[src/rtl/sd_init_seq.sv]
// SD card SPI-mode initialisation sequencer: walks CMD0, CMD8, CMD58, CMD55/ACMD41
// and a final CMD58 through the SPI command engine, then reports card type.
module sd_init_seq #(
   parameter int POWERUP_CYCLES = 1000000,
   parameter int CMD0_TRIES     = 10,
   parameter int ACMD41_TRIES   = 1000,
   parameter int ACMD41_GAP     = 100000
) (
   input  logic        clk,
   input  logic        rst_n,
   input  logic        start,
   output logic        busy,
   output logic        done,
   output logic        error,
   output logic [2:0]  err_code,
   output logic        card_sdhc,
   output logic        fast_clk,
   output logic        cs_n,
   output logic        eng_req,
   output logic [47:0] eng_cmd,
   output logic [5:0]  eng_resp_len,
   input  logic        eng_ack,
   input  logic        eng_done,
   input  logic        eng_timeout,
   input  logic [39:0] eng_resp
);
   localparam int C0W  = $clog2(CMD0_TRIES + 1);
   localparam int A41W = $clog2(ACMD41_TRIES + 1);
   localparam logic [C0W-1:0]  C0_LAST  = C0W'(CMD0_TRIES - 1);
   localparam logic [A41W-1:0] A41_LAST = A41W'(ACMD41_TRIES - 1);
   localparam logic [20:0]     PU_LAST  = 21'(POWERUP_CYCLES - 1);
   localparam logic [20:0]     GAP_LAST = 21'(ACMD41_GAP - 1);

   localparam logic [47:0] FR_CMD0     = 48'h40_00000000_95;
   localparam logic [47:0] FR_CMD8     = 48'h48_000001AA_87;
   localparam logic [47:0] FR_CMD58    = 48'h7A_00000000_FD;
   localparam logic [47:0] FR_CMD55    = 48'h77_00000000_65;
   localparam logic [47:0] FR_ACMD41V2 = 48'h69_40000000_77;
   localparam logic [47:0] FR_ACMD41V1 = 48'h69_00000000_E5;

   typedef enum logic [3:0] {
      IDLE, POWERUP, CMD0, CMD8, CMD58A, CMD55, ACMD41, GAP, CMD58B, DONE, ERROR
   } state_t;

   state_t            state_q, state_d;
   logic              wait_q, wait_d;
   logic              v1_q, v1_d;
   logic [20:0]       timer_q, timer_d;
   logic [C0W-1:0]    cmd0_cnt_q, cmd0_cnt_d;
   logic [A41W-1:0]   a41_cnt_q, a41_cnt_d;
   logic              busy_q, busy_d;
   logic              done_q, done_d;
   logic              error_q, error_d;
   logic [2:0]        err_code_q, err_code_d;
   logic              card_sdhc_q, card_sdhc_d;
   logic              fast_clk_q, fast_clk_d;
   logic              cs_n_q, cs_n_d;
   logic              eng_req_q, eng_req_d;
   logic [47:0]       eng_cmd_q, eng_cmd_d;
   logic [5:0]        eng_resp_len_q, eng_resp_len_d;

   logic [47:0]       frame;
   logic [5:0]        frame_len;
   logic [7:0]        r1;
   logic [2:0]        fail_code;
   logic              resp_unused;

   assign r1          = eng_resp[39:32];
   assign resp_unused = ^{eng_resp[31], eng_resp[29:22], eng_resp[19:12]};

   always_comb begin
      frame     = FR_CMD0;
      frame_len = 6'd8;
      case (state_q)
         CMD8:           begin frame = FR_CMD8;  frame_len = 6'd40; end
         CMD58A, CMD58B: begin frame = FR_CMD58; frame_len = 6'd40; end
         CMD55:          frame = FR_CMD55;
         ACMD41:         frame = v1_q ? FR_ACMD41V1 : FR_ACMD41V2;
         default:        ;
      endcase
   end

   always_comb begin
      state_d        = state_q;
      wait_d         = wait_q;
      v1_d           = v1_q;
      timer_d        = timer_q;
      cmd0_cnt_d     = cmd0_cnt_q;
      a41_cnt_d      = a41_cnt_q;
      busy_d         = busy_q;
      done_d         = done_q;
      error_d        = error_q;
      err_code_d     = err_code_q;
      card_sdhc_d    = card_sdhc_q;
      fast_clk_d     = fast_clk_q;
      cs_n_d         = cs_n_q;
      eng_req_d      = eng_req_q;
      eng_cmd_d      = eng_cmd_q;
      eng_resp_len_d = eng_resp_len_q;
      fail_code      = 3'd0;

      case (state_q)
         IDLE, DONE, ERROR: begin
            if (start) begin
               state_d     = POWERUP;
               busy_d      = 1'b1;
               done_d      = 1'b0;
               error_d     = 1'b0;
               err_code_d  = 3'd0;
               card_sdhc_d = 1'b0;
               fast_clk_d  = 1'b0;
               cs_n_d      = 1'b1;
               timer_d     = '0;
            end
         end
         POWERUP: begin
            if (timer_q >= PU_LAST) begin
               timer_d    = '0;
               cs_n_d     = 1'b0;
               cmd0_cnt_d = '0;
               wait_d     = 1'b0;
               state_d    = CMD0;
            end else begin
               timer_d = timer_q + 21'd1;
            end
         end
         GAP: begin
            if (timer_q >= GAP_LAST) begin
               timer_d = '0;
               wait_d  = 1'b0;
               state_d = CMD55;
            end else begin
               timer_d = timer_q + 21'd1;
            end
         end
         CMD0, CMD8, CMD58A, CMD55, ACMD41, CMD58B: begin
            if (!wait_q) begin
               if (!eng_req_q) begin
                  eng_req_d      = 1'b1;
                  eng_cmd_d      = frame;
                  eng_resp_len_d = frame_len;
               end else if (eng_ack) begin
                  eng_req_d = 1'b0;
                  wait_d    = 1'b1;
               end
            end else if (eng_timeout || eng_done) begin
               wait_d = 1'b0;
               // A timeout always takes priority over a simultaneous done.
               if (state_q == CMD0) begin
                  if (!eng_timeout && r1 == 8'h01) begin
                     state_d = CMD8;
                  end else if (cmd0_cnt_q >= C0_LAST) begin
                     fail_code = 3'd1;
                  end else begin
                     cmd0_cnt_d = cmd0_cnt_q + 1'b1;
                  end
               end else if (eng_timeout) begin
                  fail_code = 3'd7;
               end else begin
                  case (state_q)
                     CMD8: begin
                        if (r1 == 8'h05) begin
                           v1_d    = 1'b1;
                           state_d = CMD58A;
                        end else if (r1 == 8'h01 && eng_resp[11:8] == 4'h1 &&
                                     eng_resp[7:0] == 8'hAA) begin
                           v1_d    = 1'b0;
                           state_d = CMD58A;
                        end else begin
                           fail_code = 3'd2;
                        end
                     end
                     CMD58A: begin
                        if (r1 == 8'h01 && (eng_resp[20] || eng_resp[21])) begin
                           a41_cnt_d = '0;
                           state_d   = CMD55;
                        end else begin
                           fail_code = 3'd3;
                        end
                     end
                     CMD55: begin
                        if (r1 == 8'h00 || r1 == 8'h01) state_d = ACMD41;
                        else                            fail_code = 3'd4;
                     end
                     ACMD41: begin
                        if (r1 == 8'h00) begin
                           if (v1_q) begin
                              state_d     = DONE;
                              done_d      = 1'b1;
                              busy_d      = 1'b0;
                              card_sdhc_d = 1'b0;
                              fast_clk_d  = 1'b1;
                           end else begin
                              state_d = CMD58B;
                           end
                        end else if (r1 == 8'h01) begin
                           if (a41_cnt_q >= A41_LAST) begin
                              fail_code = 3'd5;
                           end else begin
                              a41_cnt_d = a41_cnt_q + 1'b1;
                              timer_d   = '0;
                              state_d   = GAP;
                           end
                        end else begin
                           fail_code = 3'd4;
                        end
                     end
                     CMD58B: begin
                        if (r1 == 8'h00) begin
                           state_d     = DONE;
                           done_d      = 1'b1;
                           busy_d      = 1'b0;
                           card_sdhc_d = eng_resp[30];
                           fast_clk_d  = 1'b1;
                        end else begin
                           fail_code = 3'd6;
                        end
                     end
                     default: ;
                  endcase
               end
            end
         end
         default: state_d = IDLE;
      endcase

      if (fail_code != 3'd0) begin
         state_d    = ERROR;
         error_d    = 1'b1;
         err_code_d = fail_code;
         busy_d     = 1'b0;
         cs_n_d     = 1'b1;
         fast_clk_d = 1'b0;
      end
   end

   always_ff @(posedge clk or negedge rst_n) begin
      if (!rst_n) begin
         state_q        <= IDLE;
         wait_q         <= 1'b0;
         v1_q           <= 1'b0;
         timer_q        <= '0;
         cmd0_cnt_q     <= '0;
         a41_cnt_q      <= '0;
         busy_q         <= 1'b0;
         done_q         <= 1'b0;
         error_q        <= 1'b0;
         err_code_q     <= 3'd0;
         card_sdhc_q    <= 1'b0;
         fast_clk_q     <= 1'b0;
         cs_n_q         <= 1'b1;
         eng_req_q      <= 1'b0;
         eng_cmd_q      <= '0;
         eng_resp_len_q <= '0;
      end else begin
         state_q        <= state_d;
         wait_q         <= wait_d;
         v1_q           <= v1_d;
         timer_q        <= timer_d;
         cmd0_cnt_q     <= cmd0_cnt_d;
         a41_cnt_q      <= a41_cnt_d;
         busy_q         <= busy_d;
         done_q         <= done_d;
         error_q        <= error_d;
         err_code_q     <= err_code_d;
         card_sdhc_q    <= card_sdhc_d;
         fast_clk_q     <= fast_clk_d;
         cs_n_q         <= cs_n_d;
         eng_req_q      <= eng_req_d;
         eng_cmd_q      <= eng_cmd_d;
         eng_resp_len_q <= eng_resp_len_d;
      end
   end

   assign busy         = busy_q;
   assign done         = done_q;
   assign error        = error_q;
   assign err_code     = err_code_q;
   assign card_sdhc    = card_sdhc_q;
   assign fast_clk     = fast_clk_q;
   assign cs_n         = cs_n_q;
   assign eng_req      = eng_req_q;
   assign eng_cmd      = eng_cmd_q;
   assign eng_resp_len = eng_resp_len_q;
endmodule
[config.mk]
export PLATFORM = sky130hd
export DESIGN_NAME = sd_init_seq
export DESIGN_NICKNAME = d
export VERILOG_FILES = /design/src/rtl/sd_init_seq.sv
export SDC_FILE = /design/constraint.sdc
export NUM_CORES = 1
export LEC_CHECK = 0
export CAP_MARGIN = 0
export CELL_PAD_IN_SITES_DETAIL_PLACEMENT = 0
export CELL_PAD_IN_SITES_GLOBAL_PLACEMENT = 1
export CORE_UTILIZATION = 40
export CTS_CLUSTER_SIZE = 24
export DETAILED_ROUTE_END_ITERATION = 10
export PLACE_DENSITY_LB_ADDON = 0.1
export RECOVER_POWER = 50
export REMOVE_ABC_BUFFERS = 1
export SYNTH_ARGS = -nofsm -noshare
export SYNTH_HDL_FRONTEND = slang
export SYNTH_SLANG_ARGS = --single-unit
[constraint.sdc]
create_clock -name clk -period 5.6 [get_ports clk]
set_input_delay 1.68 -clock clk [delete_from_list [all_inputs] [get_ports clk]]
set_output_delay 1.68 -clock clk [all_outputs]
set_load 0.05 [all_outputs]
== After elaboration in Yosys (flattened, before gate mapping) ==
Index checks and enable logic that the tools add are counted.
Word-level totals
  memories kept: 0
  bits in writable memories: 0
  ROM bits: 0
  bits in latches: 0
  word-level logic and storage cells: 230
  output and inout bits: 64
  register bits after elaboration: 105
  input bits: 46
Operators by class
  reduce and logical (&&, ||, !) cells: 37
  magnitude comparators: 4
  shift operators: 0
  equal/unequal tests: 56
  multiply operators: 0
  divide/modulo/power cells: 0
  add/sub/neg operators: 3
  bitwise operators: 4
  multiplexer cells: 110
Operators with widths (count)
  21-bit 2-to-1 mux: 11
  46-bit one-hot mux with 4 select lines: 1
  4-bit 2-to-1 mux: 23
  21-bit one-hot mux with 4 select lines: 1
  10-bit 2-to-1 mux: 4
  10-bit AND reduction: 4
  1-bit 2-to-1 mux: 39
  3-bit 2-to-1 mux: 13
  39-bit 2-to-1 mux: 1
  2-bit inequality test (second input constant): 18
  3-bit inequality test (second input constant): 11
  4-bit inequality test (second input constant): 6
  21-bit by 1-bit adder with 21-bit output (second input constant): 1
  21-bit by 17-bit greater-or-equal comparator with 1-bit output (second input constant): 1
  21-bit by 20-bit greater-or-equal comparator with 1-bit output (second input constant): 1
  10-bit one-hot mux with 2 select lines: 1
  4-bit one-hot mux with 5 select lines: 1
  6-bit inequality test (second input constant): 3
  4-bit by 3-bit equality test with 1-bit output (second input constant): 4
  4-bit one-hot mux with 4 select lines: 1
  5-bit inequality test (second input constant): 3
  3-bit one-hot mux with 5 select lines: 1
  1-bit one-hot mux with 2 select lines: 7
  14-bit AND reduction: 1
  30 further kinds: 57

== Logic depth before layout (Yosys ltp) ==
Gate-level depths: netlist (run 1).
  depth in word-level cells: 14
  depth in mapped cells: 10
  mapped depth without buffers: 8

== Least setup slack after synthesis (run 1) ==
OpenSTA, ideal clock, no wires.
  path kind: input to register
  start point: input eng_resp[35]
  end point: register a41_cnt_q[5]
  cell stages on the path: 7
  slack: 1.976 ns
  library setup time: 0.092 ns
  data arrival time: 3.533 ns
  required time: 5.508 ns
  path buffers: 1
  cells stage by stage: nor4_2 > o311ai_1 > a21o_1 > or4b_4 > or2_0 > buf_6 > o31ai_2
Between the ends
  longest elaborated chain between the ends: 4
  elaborated cells on any way between the ends: 7
  those cells by class: eq/ne: 4; reduce/logical: 3
RTL lines
  from (decl): line 25  | input logic [39:0] eng_resp
  8-bit by 1-bit equality test with 1-bit output: line 174, 196
  1-bit logical AND: line 174  | if (r1 == 8'h01 && (eng_resp[20] || eng_resp[21])) begin
  2-bit inequality test (no line)
  10-bit AND reduction (no line) (*)
  to (signal assigned): line 261  | a41_cnt_q <= a41_cnt_d;
  to (decl): line 50  | logic [A41W-1:0] a41_cnt_q, a41_cnt_d;
Mark *: on every way between the ends. The rest lies on a longest branch, timed or not.
A chain may end at the register's enable or synchronous reset.

== Worst setup path after layout (run 1) ==
  start point: input eng_resp[34]
  end point: register a41_cnt_q[7]
The elaborated chain is that of the path after synthesis.

==> flow_summary.toml, run 1 <==
[synth]
syn_area_um2 = 4470
synth_warnings = 0
yosysTopAreaCell = "dfrtp_1"
synthDistinctLibCells = 74
postSynth.asyncResetShare = 1.00
synth_seq_cells = 64
avgSynthCellArea_um2 = 8.58
ys.flop_type = "dfrtp_1"
synth_edf_count = 0
yosysSeqAreaShare = 0.359
netlist_top_cells_area = "dfrtp_1 (35%), buf_4 (6.9%), a211oi_1 (3.0%), nand2_1 (2.9%), nand3_1 (2.8%)"
synth_cells = 521
synth_top_area_frac = 0.353

[routing]
wirelength_um = 11800
viasPerCell = 5.69
drt_first_pass_iters = 5
via_count = 4031
post_drt_wl_per_cell_um = 16.6
antenna_left = 0
drc = 0
drtIter0Drc = 275

[floorplanning]
start_util = 0.412
die_w_um = 108
fp.dieH_um = 108
row_count = 38
io_pins = 110
core_um2 = 10800
die_area_um2 = 11600

[timing]
layout_setup_ws_ps = 1250
worstMarginPinSlew_ps = 1900
rsz0062_at_grt = "false"
report.final.slew_viol_count = 85
setup_viol = 0
tns_ps = 0
max_freq_ghz = 0.230
period_share = 0.777
maxSlewHeadroom = -0.266
finalHoldViolations = 0
min_period_ps = 4350
skew_ps = 10.8

[global_routing]
grt_max_degree = 35
grt_overflow = 0
antenna_found_initial = 0
grt_pass1_wl_um = 19700
grt_pass1_vias = 3816
grt_usage = 0.220

[cells_and_area]
nets = 614
diodes = 0
finalInstanceArea_um2 = 5210
area_delta_synth_final_pct = 16.6
final_cell_count_no_fill = 708
layout-drive-gt1-share = 0.0669

[hold_path]
hold_depth = 2
min_path_type = "reg2reg"

[power_and_ir_drop]
peakVddDrop_uv = 271
p_per_area_nw_per_um2 = 550
p_leak_nw = 2.08
switching_share = 0.501
total_power_mw = 2.87
clkPwrFrac = 0.165
p_int_mw = 1.43
p_seq_frac = 0.258
p_comb_frac = 0.577
p_sw_mw = 1.43

[place]
io_buffer_count = 61
place_congestion = 0.822
hpwl_um = 8370
pre_cts_slack_ps = 858
placed_area_um2 = 4990
dp.cells = 692

[worst_setup_path]
crit_chain = "clkdlybuf4s50_1 > nor4_2 > o311ai_1 > a21o_1 > or4b_4 > or2_0 > o31ai_2"
crit_path_max_incr_delay_ps = 630
path_max_fanout = 13
crit_slowest_cell = "or4b_4"
cp.required_ps = 5860
startpoint_type = "input pin"
r2r_cells = 6
endpoint_kind = "flip-flop"
cp.arrival_ps = 4610
critical_path_class = "in2reg"

[clock_network]
cts_num_sinks = 64
cts.hold.buffers_added = 0
cts_buffers = 9
tritoncts = "done"
clk_pin_slew_ps = 70
htreeDepth = 3
cts_resized = 0
cts.path.max_buffers = 2
clkLatencyLatePin_ps = 350
postCtsSetupBuffers = 0
root_buffer = "clkbuf_8"

[flow_run]
max_cap_violations = 3

[outcome]
violations = "capacitance limit, slew limit"
status = "finished, violations left"
==> worst paths after layout <==
kind	from	endpoint	slack, ps
max in group asynchronous	rst_n	state_q[2]	1330
worst max register to register	state_q[3]	timer_q[3]	2070
worst min-delay path	eng_cmd[38]	eng_cmd[38]	480
worst max-delay path	eng_resp[34]	a41_cnt_q[7]	1250
worst min register to register	eng_cmd[38]	eng_cmd[38]	480
min in group asynchronous	rst_n	eng_cmd[43]	1770
==> power by group through the flow <==
stage / Sequential, mW / Clock, mW / Combinational, mW
after detailed placement: 0.747 / 0 / 1.64
after CTS: 0.739 / 0.485 / 1.65
after floorplan: 1.02 / 0 / 0.844
final: 0.738 / 0.473 / 1.66
after global placement: 0.741 / 0 / 1.63
after global routing: 0.759 / 0.508 / 1.81
==> registers in the layout (all words and copies together), names as in the netlist <==
signal,flops
eng_cmd,11
error,1
wait_q,1
timer_q,21
err_code,3
v1_q,1
cmd0_cnt_q,4
eng_req,1
a41_cnt_q,10
busy,1
eng_resp_len,2
cs_n,1
state_q,4
card_sdhc,1
done,1
fast_clk,1
==> critical path, delay by kind of cell <==
| family | cells | cell delay [ps] |
|---|---|---|
| compound gates | 3 | 840 |
| simple gates | 3 | 1620 |
| buf+inv | 1 | 470 |
==> cell usage after synthesis (all sizes together), types with 8 or more instances <==
master / instances
dfrtp: 63
buf: 55
o21ai: 37
nand2: 34
nor2: 31
inv: 27
nand3: 25
nor3: 22
a211oi: 18
a21oi: 16
a31oi: 12
o31ai: 12
and3: 11
clkbuf: 10
nand2b: 10
nand4: 8
o21a: 8
==> logic make-up (layout without fill, tap and decap cells) <==
logic type / after synthesis / count (layout) / share of synthesized area
xor+xnor: 3 / 3 / 0.00588
other cells: 1 / 31 / 0.000839
simple gates: 187 / 187 / 0.230
fa+ha+maj: 5 / 5 / 0.0140
mux: 5 / 5 / 0.0112
compound gates: 163 / 163 / 0.262
flops: 64 / 64 / 0.359
buf+inv: 93 / 110 / 0.117
==> metal layers <==
layer	track usage	routed length (um)	up-vias
met5	0	0	-
met4	0.0802	172	0
met3	0.0363	562	12
met2	0.324	5100	114
met1	0.321	5950	1947
li1	-	-	1958
==> per-stage QoR <==
stage	utilization	hold WS, ps
CTS	0.482	485
finish	0.481	483
global placement	0.461	461
global route	0.481	509
detailed placement	0.461	470
floorplan	-	460
==> placed cells by master (no fill, tap or decap), types with 7 or more instances in the layout <==
master           count
a21oi_1             16
a21o_1               7
nor3_1              22
o21a_1               8
o21ai_0             23
or3_1                7
nor2_1              31
nand2_1             34
and3_1              11
clkdlybuf4s50_1     59
a31oi_1             12
nand4_1              8
clkbuf_8            12
nand3_1             25
inv_1               27
conb_1              31
a41oi_1              7
o21ai_1             14
dfrtp_1             63
a211oi_1            18
nand2b_1            10
==> final cells by class <==
| cell class | instances | area [um2] |
|---|---|---|
| Clock buffer | 14 | 173 |
| Clock inverter | 2 | 60.1 |
| Fill cell | 1088 | 5630 |
| Inverter | 28 | 105 |
| Multi-Input combinational cell | 394 | 2460 |
| Sequential cell | 64 | 1600 |
| Tap cell | 140 | 175 |
| Timing Repair Buffer | 66 | 634 |
Power figures use the tool's default switching activity.
==> run 2: changes to the inputs <==
- CORE_UTILIZATION: 40 -> 34
- clock period: 5.6 -> 3.98 ns (I/O delays scaled with it)
==> run 2 against run 1 <==
Net effect:
- the flow still finishes with violations (capacitance limit, slew limit)
- setup slack worse by 700 ps
- critical endpoint is now state_q[2]
- hold slack worse by 13 ps
- sequential share of layout area is 1.2 points lower
- largest cell class unchanged
- register-to-register slack worse by 1200 ps
- highest routed layer unchanged
- design area is 3.9% higher
- power is 46% higher
==> flow_summary.toml, run 2 (synthesized netlist as in run 1, its figures left out) <==
[clock_network]
tritoncts = "done"
clk_pin_slew_ps = 50
cts_resized = 0
htreeDepth = 3
cts_num_sinks = 64
cts_buffers = 9
cts.hold.buffers_added = 0
clkLatencyLatePin_ps = 350
cts.path.max_buffers = 2
postCtsSetupBuffers = 0
root_buffer = "clkbuf_16"

[global_routing]
grt_pass1_vias = 3753
grt_overflow = 0
use_met2 = 0.287
grtUsageMet1 = 0.288
grt_max_degree = 34
global_route.usage.met3 = 0.0306
busiest_layer = "met1"
grt_pass1_wl_um = 20200
antenna_found_initial = 0
grt_usage = 0.197

[routing]
via_count = 4019
drc = 0
wirelength_um = 12300
viasPerCell = 5.32
antenna_left = 0
post_drt_wl_per_cell_um = 16.3
drtIter0Drc = 218
drt_first_pass_iters = 4

[floorplanning]
fp.dieH_um = 117
die_w_um = 117
row_count = 41
core_um2 = 12700
die_area_um2 = 13600
start_util = 0.351
io_pins = 110

[timing]
skew_ps = 10.5
setup_viol = 0
tns_ps = 0
rsz0062_at_grt = "false"
finalHoldViolations = 0
min_period_ps = 3440
maxSlewHeadroom = -0.248
period_share = 0.863
report.final.slew_viol_count = 34
max_freq_ghz = 0.291
worstMarginPinSlew_ps = 1870

[power_and_ir_drop]
p_comb_frac = 0.590
switching_share = 0.491
peakVddDrop_uv = 371
p_per_area_nw_per_um2 = 775
p_leak_nw = 2.17
clkPwrFrac = 0.174
p_seq_frac = 0.235
p_int_mw = 2.14
total_power_mw = 4.20
p_sw_mw = 2.06

[worst_setup_path]
cp.required_ps = 4230
cp_common_cell = "or3_1"
crit_chain = "clkdlybuf4s50_1 > or4_1 > or3_1 > nand3_1 > a311oi_2 > or3_1 > o211ai_1"
cp_num_buf_inv = 1
r2r_slack_ps = 850
crit_slowest_cell = "or4_1"
cp_top_family = "simple AND/OR/NAND/NOR gates"
cp.arrival_ps = 3690
crit_path_max_incr_delay_ps = 620
path_max_fanout = 5
critical_path_class = "in2reg"
startpoint_type = "input pin"
endpoint_kind = "flip-flop"

[cells_and_area]
largest_reg_flops = 21
diodes = 0
final_cell_mix = "dfrtp_1 (63), clkdlybuf4s50_1 (58), nand2_1 (34)"
final_common_cell = "dfrtp_1"
final_cell_count_no_fill = 755
post-route-util = 0.426
nets = 630
largest_register = "timer_q"
layout-drive-gt1-share = 0.0909
area_delta_synth_final_pct = 21.2

[outcome]
status = "finished, violations left"
violations = "capacitance limit, slew limit"

[hold_path]
min_path_type = "reg2reg"

[place]
dp.cells = 740
io_buffer_count = 61
place_congestion = 0.813
hpwl_um = 8960

[flow_run]
max_cap_violations = 1
## run 2: layout make-up
class / instances / area, um2
well taps: 172 / 215
inverters: 28 / 105
clock buffers: 15 / 268
repair buffers: 82 / 756
fillers: 1330 / 7310
flip-flops and latches: 64 / 1600
multi-input cells: 394 / 2470
## run 2: per-stage QoR
step | hold slack, ps | setup WS, ps | instance area, um2
floorplan | 460 | 693 | 4160
global placement | 460 | 239 | 5170
detailed placement | 464 | 214 | 5170
CTS | 477 | 562 | 5440
global route | 491 | 382 | 5420
finish | 470 | 545 | 5420
## run 2: power groups by stage
stage	clock, mW	sequential (mW)	combinational [mW]
6_report	0.732	0.988	2.48
5_1_grt	0.778	1.02	2.71
4_1_cts	0.755	0.990	2.49
3_5_place_dp	0	0.999	2.48
3_3_place_gp	0	0.996	2.47
2_1_floorplan	0	1.43	1.19
## run 2: worst paths after layout
path,from,end,depth (start not counted)
max in group asynchronous,rst_n,timer_q[6],2
max reg2reg,timer_q[0],timer_q[8],8
min in group asynchronous,rst_n,eng_cmd[3],1
min reg2reg,error,error,2
min,error,error,2
max,eng_resp[34],state_q[2],7
## run 2: tightest hold or removal path: cells and delay by family, from the launching register on
| family | cells | cell delay (ps) |
|---|---|---|
| flip-flops | 1 | 340 |
| AND/OR/NAND/NOR | 2 | 100 |
## run 2: layer usage
| layer | share of wire | up-vias |
|---|---|---|
| met5 | 0 | - |
| met4 | 0.015 | 0 |
| met3 | 0.050 | 12 |
| met2 | 0.42 | 102 |
| met1 | 0.52 | 1906 |
| li1 | - | 1999 |
==> run 3: changes to the inputs <==
- GPL_TIMING_DRIVEN: not set -> 0
- PLACE_DENSITY: not set -> 0.74
- PLACE_DENSITY_LB_ADDON: 0.1 -> not set
==> run 3 against run 2 <==
Net effect:
- the flow still finishes with violations (capacitance limit, slew limit)
- highest routed layer unchanged
- non-clock buffer count decreased by 20
- core utilization decreased by 0.74 points
- combinational power decreased by 10%
- sequential cell count unchanged
- design area decreased by 1.7%
- hold slack improved by 0.80 ps
- via count increased by 0.32%
==> flow_summary.toml, run 3 (synthesized netlist as in run 1, its figures left out) <==
[global_routing]
grt_usage = 0.185
antenna_found_initial = 0
grt_overflow = 0
grt_pass1_wl_um = 19200
grt_max_degree = 65
grt_pass1_vias = 3673

[routing]
drtIter0Drc = 335
wirelength_um = 11600
post_drt_wl_per_cell_um = 15.7
drc = 0
viasPerCell = 5.48
antenna_left = 0
drt_first_pass_iters = 5
via_count = 4032

[clock_network]
clkLatencyLatePin_ps = 330
cts.path.max_buffers = 2
cts_buffers = 9
tritoncts = "done"
cts_num_sinks = 64
cts_resized = 0
clk_pin_slew_ps = 50
root_buffer = "clkbuf_16"
postCtsSetupBuffers = 0
htreeDepth = 3
cts.hold.buffers_added = 0

[place]
io_buffer_count = 61
hpwl_um = 8270
dp.cells = 720
place_congestion = 0.832

[outcome]
violations = "capacitance limit, slew limit"
status = "finished, violations left"

[cells_and_area]
nets = 610
fill_cells = 1290
diodes = 0
final_cell_mix = "dfrtp_1 (63), clkdlybuf4s50_1 (45), nand2_1 (34)"
largest_reg_flops = 21
largest_register = "timer_q"
final_cell_count_no_fill = 736
area_delta_synth_final_pct = 19.1
layout-drive-gt1-share = 0.0709
final_common_cell = "dfrtp_1"

[worst_setup_path]
path_max_fanout = 13
critical_path_class = "in2reg"
startpoint_type = "input pin"
cp.required_ps = 4220
endpoint_kind = "flip-flop"
cp.arrival_ps = 4060
r2r_slack_ps = 400

[floorplanning]
die_w_um = 117
row_count = 41
io_pins = 110
fp.dieH_um = 117
core_um2 = 12700
die_area_um2 = 13600
start_util = 0.351

[timing]
max_freq_ghz = 0.262
maxSlewHeadroom = -0.0935
rsz0062_at_grt = "false"
setup_viol = 0
report.final.slew_viol_count = 65
finalHoldViolations = 0
min_period_ps = 3820
period_share = 0.960
worstMarginPinSlew_ps = 1640
skew_ps = 7.34

[power_and_ir_drop]
total_power_mw = 4.11
p_per_area_nw_per_um2 = 773
p_leak_nw = 2.12
peakVddDrop_uv = 414

[flow_run]
max_cap_violations = 1

[hold_path]
min_path_type = "reg2reg"
## run 3: changes by cell type in the layout (fill, tap and decap cells not counted), sizes merged
cell / before / now
buf: 19 / 1
bufinv: 0 / 1
clkbuf: 18 / 14
clkdlybuf4s50: 58 / 45
clkinv: 1 / 3
dlygate4sd3: 2 / 15
## run 3: path summary, 6_finish.rpt
| kind | start | end | cells past startpoint |
|---|---|---|---|
| max | eng_resp[32] | a41_cnt_q[5] | 7 |
| min | eng_cmd[40] | eng_cmd[40] | 1 |
| max reg2reg | state_q[1] | fast_clk | 6 |
| min reg2reg | eng_cmd[40] | eng_cmd[40] | 1 |
| max in group asynchronous | rst_n | cmd0_cnt_q[2] | 1 |
| min in group asynchronous | rst_n | a41_cnt_q[4] | 1 |
## run 3: layout make-up
cell class | instances | area [um2] | share of cell area
Tap cell | 172 | 215 | 0.0404
Clock inverter | 3 | 40.0 | 0.00752
Multi-Input combinational cell | 394 | 2480 | 0.466
Clock buffer | 13 | 260 | 0.0489
Inverter | 28 | 105 | 0.0198
Timing Repair Buffer | 62 | 621 | 0.117
Sequential cell | 64 | 1600 | 0.301
## run 3: metal layers
layer / share of wire / global-route usage / vias to the layer above
met3: 0.047 / 0.0348 / 17
met1: 0.49 / 0.266 / 1939
met5: 0 / 0 / -
met4: 0.019 / 0.0827 / 0
met2: 0.45 / 0.267 / 112
li1: - / - / 1964
## run 3: through the flow
step	utilization	instance area (um2)	TNS (ps)	hold WS (ps)	setup slack (ps)
2_1_floorplan	-	4160	0	460	693
6_report	0.418	5320	0	471	161
3_5_place_dp	0.394	5020	-1340	471	-200
5_1_grt	0.418	5320	0	503	25.9
4_1_cts	0.418	5320	0	483	162
3_3_place_gp	0.392	4990	-33140	472	-471
## run 3: worst max-delay path: stages
cell,delay [ps]
clkdlybuf4s50_1,560
nor4b_4,420
o311ai_1,270
a21o_1,230
or4b_4,630
or2_0,460
o31ai_2,290
## run 3: where the power goes
part | total (mW) | leakage [nW] | switching (mW) | internal, mW
Clock | 0.796 | 0.150 | 0.279 | 0.517
Combinational | 2.23 | 1.14 | 1.46 | 0.769
Sequential | 1.09 | 0.832 | 0.271 | 0.815
Total | 4.11 | 2.12 | 2.01 | 2.10
